===== src/rtl/seletor_pkg.sv =====
// Shared definitions for the arbitrated channel selector: mode encodings and
// the circular index helper used by the round-robin scan.
package seletor_pkg;

    localparam logic MODO_FIXO = 1'b0;
    localparam logic MODO_RR   = 1'b1;

    function automatic int unsigned prox_idx(input int unsigned i, input int unsigned n);
        return (i + 32'd1 >= n) ? 32'd0 : i + 32'd1;
    endfunction

endpackage


===== src/rtl/seletor_arbitrado_arbitro_rr.sv =====
// Combinational round-robin arbiter: scans from the channel after ptr,
// wrapping around, and returns the first valid channel.
module arbitro_rr
    import seletor_pkg::*;
#(
    parameter int N  = 8,
    parameter int SW = $clog2(N)
) (
    input  logic [N-1:0]  valido,
    input  logic [SW-1:0] ptr,
    output logic [SW-1:0] grant,
    output logic          tem_grant
);

    logic [SW-1:0] idx_s;
    logic [SW-1:0] grant_s;
    logic          found_s;

    // Rotate-and-priority-encode; ptr itself is visited last so it only wins alone.
    always_comb begin
        grant_s = '0;
        found_s = 1'b0;
        idx_s   = SW'(prox_idx(int'(ptr), N));
        for (int k = 0; k < N; k++) begin
            grant_s = (!found_s && valido[idx_s]) ? idx_s : grant_s;
            found_s = found_s | valido[idx_s];
            idx_s   = SW'(prox_idx(int'(idx_s), N));
        end
    end

    assign grant     = grant_s;
    assign tem_grant = found_s;

endmodule


===== src/rtl/seletor_arbitrado.sv =====
// N-to-1 channel selector with valid/ready handshakes, a single-entry output
// register, and fixed (SEL) or round-robin channel selection.
module seletor_arbitrado
    import seletor_pkg::*;
#(
    parameter int N  = 8,
    parameter int W  = 4,
    parameter int SW = $clog2(N)
) (
    input  logic            clock,
    input  logic            reset,
    input  logic [N*W-1:0]  ENTRADAS,
    input  logic [N-1:0]    VALIDO,
    output logic [N-1:0]    ACEITO,
    input  logic            MODO,
    input  logic [SW-1:0]   SEL,
    output logic [W-1:0]    SAIDA,
    output logic [SW-1:0]   ORIGEM,
    output logic            SAIDA_VALIDA,
    input  logic            SAIDA_PRONTA
);

    logic [W-1:0]  saida_r;
    logic [SW-1:0] origem_r;
    logic          valida_r;
    logic [SW-1:0] ptr_r;

    logic [SW-1:0] rr_grant_s;
    logic          rr_ok_s;
    logic [SW-1:0] cand_s;
    logic          cand_ok_s;
    logic          livre_s;
    logic          captura_s;
    logic [N-1:0]  aceito_s;

    arbitro_rr #(.N(N), .SW(SW)) u_arbitro (
        .valido    (VALIDO),
        .ptr       (ptr_r),
        .grant     (rr_grant_s),
        .tem_grant (rr_ok_s)
    );

    // Mode mux and capture decision; reset suppresses any grant.
    always_comb begin
        cand_s    = '0;
        cand_ok_s = 1'b0;
        aceito_s  = '0;
        case (MODO)
            MODO_FIXO: begin
                cand_s    = SEL;
                cand_ok_s = VALIDO[SEL];
            end
            MODO_RR: begin
                cand_s    = rr_grant_s;
                cand_ok_s = rr_ok_s;
            end
            default: begin
                cand_s    = '0;
                cand_ok_s = 1'b0;
            end
        endcase
        livre_s   = !valida_r || SAIDA_PRONTA;
        captura_s = !reset && livre_s && cand_ok_s;
        if (captura_s) begin
            aceito_s = {{(N-1){1'b0}}, 1'b1} << cand_s;
        end else begin
            aceito_s = '0;
        end
    end

    // Output register and round-robin pointer.
    always_ff @(posedge clock) begin
        if (reset) begin
            saida_r  <= '0;
            origem_r <= '0;
            valida_r <= 1'b0;
            ptr_r    <= SW'(N - 1);
        end else if (captura_s) begin
            saida_r  <= ENTRADAS[cand_s*W +: W];
            origem_r <= cand_s;
            valida_r <= 1'b1;
            ptr_r    <= cand_s;
        end else if (livre_s) begin
            valida_r <= 1'b0;
        end else begin
            valida_r <= valida_r;
        end
    end

    assign ACEITO       = aceito_s;
    assign SAIDA        = saida_r;
    assign ORIGEM       = origem_r;
    assign SAIDA_VALIDA = valida_r;

endmodule


===== config.mk =====
export PLATFORM = sky130hd
export DESIGN_NAME = seletor_arbitrado
export DESIGN_NICKNAME = d
export VERILOG_FILES = /design/src/rtl/seletor_pkg.sv /design/src/rtl/seletor_arbitrado_arbitro_rr.sv /design/src/rtl/seletor_arbitrado.sv
export SDC_FILE = /design/constraint.sdc
export NUM_CORES = 1
export LEC_CHECK = 0
export CAP_MARGIN = 20
export CORE_ASPECT_RATIO = 0.7
export CORE_MARGIN = 2
export CORE_UTILIZATION = 49
export CTS_CLUSTER_DIAMETER = 150
export DETAILED_ROUTE_END_ITERATION = 10
export PLACE_DENSITY = 0.83
export SYNTH_ARGS = -nofsm -noshare
export SYNTH_HDL_FRONTEND = slang
export SYNTH_SLANG_ARGS = --single-unit

===== constraint.sdc =====
create_clock -name clock -period 7.25 [get_ports clock]
set_input_delay 2.175 -clock clock [delete_from_list [all_inputs] [get_ports clock]]
set_output_delay 2.175 -clock clock [all_outputs]
set_load 0.005 [all_outputs]

==> flow_metrics.tcl <==
set metrics [dict create \
    worst_pin_slew_ns 0.6459 \
    hp-start "SAIDA[2]" \
    reg2reg_depth 16 \
    pwr-share-comb_pct 82.7 \
    worst_setup_path_startpoint "VALIDO[7]" \
    cts_root_buf "clkbuf_8" \
    htreeDepth 1 \
    critical_path_peak_fanout 5 \
    period_minus_slack_ns 7.228 \
    worstSkewPairLatency_ns 0.25 \
    overflow 0 \
    die_x_um 82.40 \
    clockBufferDepth 2 \
    drive_gt1_share_pct 36.12 \
    status "complete, no violations" \
    setup_viol 0 \
    worstSetupPathType "primary input to output port" \
    ios 63 \
    synth_edf_count 0 \
    vias 2795 \
    via_per_inst 6.608 \
    cts_sinks 11 \
    worst_slack_ns 0.02244 \
    firstDrtPassIters 5 \
    start_util_pct 52.48 \
    ant_nets 0 \
    ys_seq_area_share_pct 10.45 \
    slew-limit-headroom_pct 56.94 \
    grt_pass1_wl_mm 13.28 \
    fmax_ghz 0.1384 \
    grt_max_degree 26 \
    worst_setup_path_start_kind "primary input" \
    dpl_cell_area_sq_um 3059 \
    finalHoldViolCount 0 \
    drv_slew 0 \
    post-route-period-util_pct 99.69 \
    async_reset_ff_share_pct 0 \
    routed_wl_mm 9.347 \
    area_growth_pct 57.51 \
    switching_share_pct 48.11 \
    pwr-share-seq_pct 9.5 \
    ys.flop_type "dfxtp_1" \
    synth.net_count 310 \
    antenna_found_initial 0 \
    post-route-util_pct 82.65 \
    cp-end-kind "output port" \
    dp_slack_ns -0.4552 \
    ir_drop_mv 0.1829 \
    drc 0 \
    cts_tree "yes" \
    die_h_um 58.88 \
    p_total_uw 848.8 \
    synth.largest_area_cell "dfxtp_1" \
    grt_usage_pct 37.59 \
    synth_area_sq_um 2108 \
    avgSynthCellArea_sq_um 8.140 \
    wire_per_inst_um 22.10 \
    fin_nets 423 \
    yosys_warnings 0 \
    max_cap_violations 0 \
    power_frac_clock_pct 7.8 \
    worstReg2RegStart "ptr_r[1]" \
    first_global_vias 2486 \
    power_density_nw_per_um2 255.6 \
    io_buffer_count 62 \
    dp_hpwl_mm 6.620 \
    power.switching_uw 408.3 \
    hp-class "register to register" \
    power_leakage_nw 1.419 \
    hold_depth 2 \
    yosys-top-cells-area "dfxtp_1 10%, mux4_2 7.5%, mux2_2 5.3%" \
    final_cell_area_sq_um 3321 \
    drtIter0Drc 349 \
    clk_pin_slew_ns 0.06 \
    crit_required_ns 5.08 \
    gp_congestion 0.9897 \
    fin_skew_ns 0.006562 \
    worst_ep_arrival_time_ns 5.05 \
    diodes 0 \
    placeableCoreArea_sq_um 4018 \
    synthTopCellsByCount "21 x nor2_1, 17 x nand2_1, 12 x a21oi_1, 12 x inv_1, 11 x dfxtp_1" \
    synth.distinct_cells 72 \
    postSynthCellCount 259 \
    synth_most_common_cell "nor2_1" \
    rows 19 \
    ys_ff_latch 11 \
    fillers 262 \
    die_area_sq_um 4852 \
    p_int_uw 440.5 \
    numCtsBuffers 3 \
    final.setup.tns_ns 0 \
    yosys.area.top_type_share_pct 10.45 \
]
worst paths after layout:
| check | end | slack [ns] |
|---|---|---|
| max | ACEITO[2] | 0.02 |
| min | SAIDA[2] | 0.47 |
| min reg2reg | SAIDA[2] | 0.47 |
| max reg2reg | SAIDA[1] | 2.18 |
cell usage in the layout, fill, tap and decap left out, types with 7 or more instances in the layout:
| cell type | count |
|---|---|
| buf_4 | 57 |
| nor2_1 | 20 |
| dfxtp_1 | 11 |
| nor3_1 | 7 |
| o21ai_0 | 8 |
| nand2_1 | 16 |
| mux2_2 | 9 |
| a21oi_1 | 12 |
| inv_1 | 12 |
| o21ai_1 | 7 |
| clkdlybuf4s50_1 | 46 |
| mux4_2 | 7 |
| nand3_1 | 8 |
sequential cells by signal, summed over array words and instances (netlist names):
name	count
ORIGEM	3
SAIDA_VALIDA	1
ptr_r	3
SAIDA	4
power groups by stage:
stage / registers, mW / logic [mW] / clock network [mW]
floorplan: 0.0803 / 0.364 / 0
global placement: 0.0802 / 0.578 / 0
detailed placement: 0.0807 / 0.586 / 0
CTS: 0.0798 / 0.613 / 0.0663
global route: 0.0813 / 0.738 / 0.0707
finish: 0.0804 / 0.702 / 0.0663
critical path, stage by stage:
cell and delay (ns):
clkdlybuf4s15_1 0.27, mux2i_2 0.14, mux4_2 0.57, buf_4 0.18
buf_4 0.13, buf_4 0.12, o2111a_1 0.16, a2111oi_4 0.64
a21oi_4 0.19, and3_4 0.20, dlygate4sd2_1 0.27
area by class of cell:
cell class	instances	area, sq um	area share, %
repair buffers	121	1044	31.42
clock inverters	1	5.005	0.1507
multi-input cells	222	1897	57.12
inverters	13	48.80	1.469
flip-flops and latches	11	220.2	6.632
well taps	52	65.06	1.959
clock buffers	3	41.29	1.243
metal layers:
metal | share of wire (%) | routed length [um] | GRT usage (%)
met1 | 42 | 3927 | 54.92
met2 | 39 | 3685 | 50.92
met3 | 15 | 1422 | 14.11
met4 | 2.7 | 256 | 10.95
met5 | 0.58 | 54 | 0
cells by family (layout without fill, tap and decap cells):
group                      count (synthesis)  after routing  synth area share (%)
AOI/OAI and AO/OA                         96             97                 37.03
and+or+nand+nor                           89             89                 22.43
muxes                                     31             31                 20.12
buffers and inverters                     27            138                 7.180
DFF                                       11             11                 10.45
adders and majority gates                  4              4                 2.374
xor gates and xnor gates                   1              1                0.4155
stage by stage:
step | std cells | hold WS, ns
6_report | 423 | 0.4710
5_1_grt | 423 | 0.4836
4_1_cts | 416 | 0.4669
3_5_place_dp | 408 | 0.4482
3_3_place_gp | 408 | 0.4418
2_1_floorplan | 259 | 0.4495
what timing repair did:
| action | in CTS | in global routing |
|---|---|---|
| setup endpoints to repair | 8 | 8 |
| resized for setup | 42 | 26 |
| gates cloned | 0 | 1 |
| pin swaps | 7 | 7 |
| setup buffers | 4 | 6 |
| hold buffers | 0 | 0 |
(Power assumes the default switching activity.)
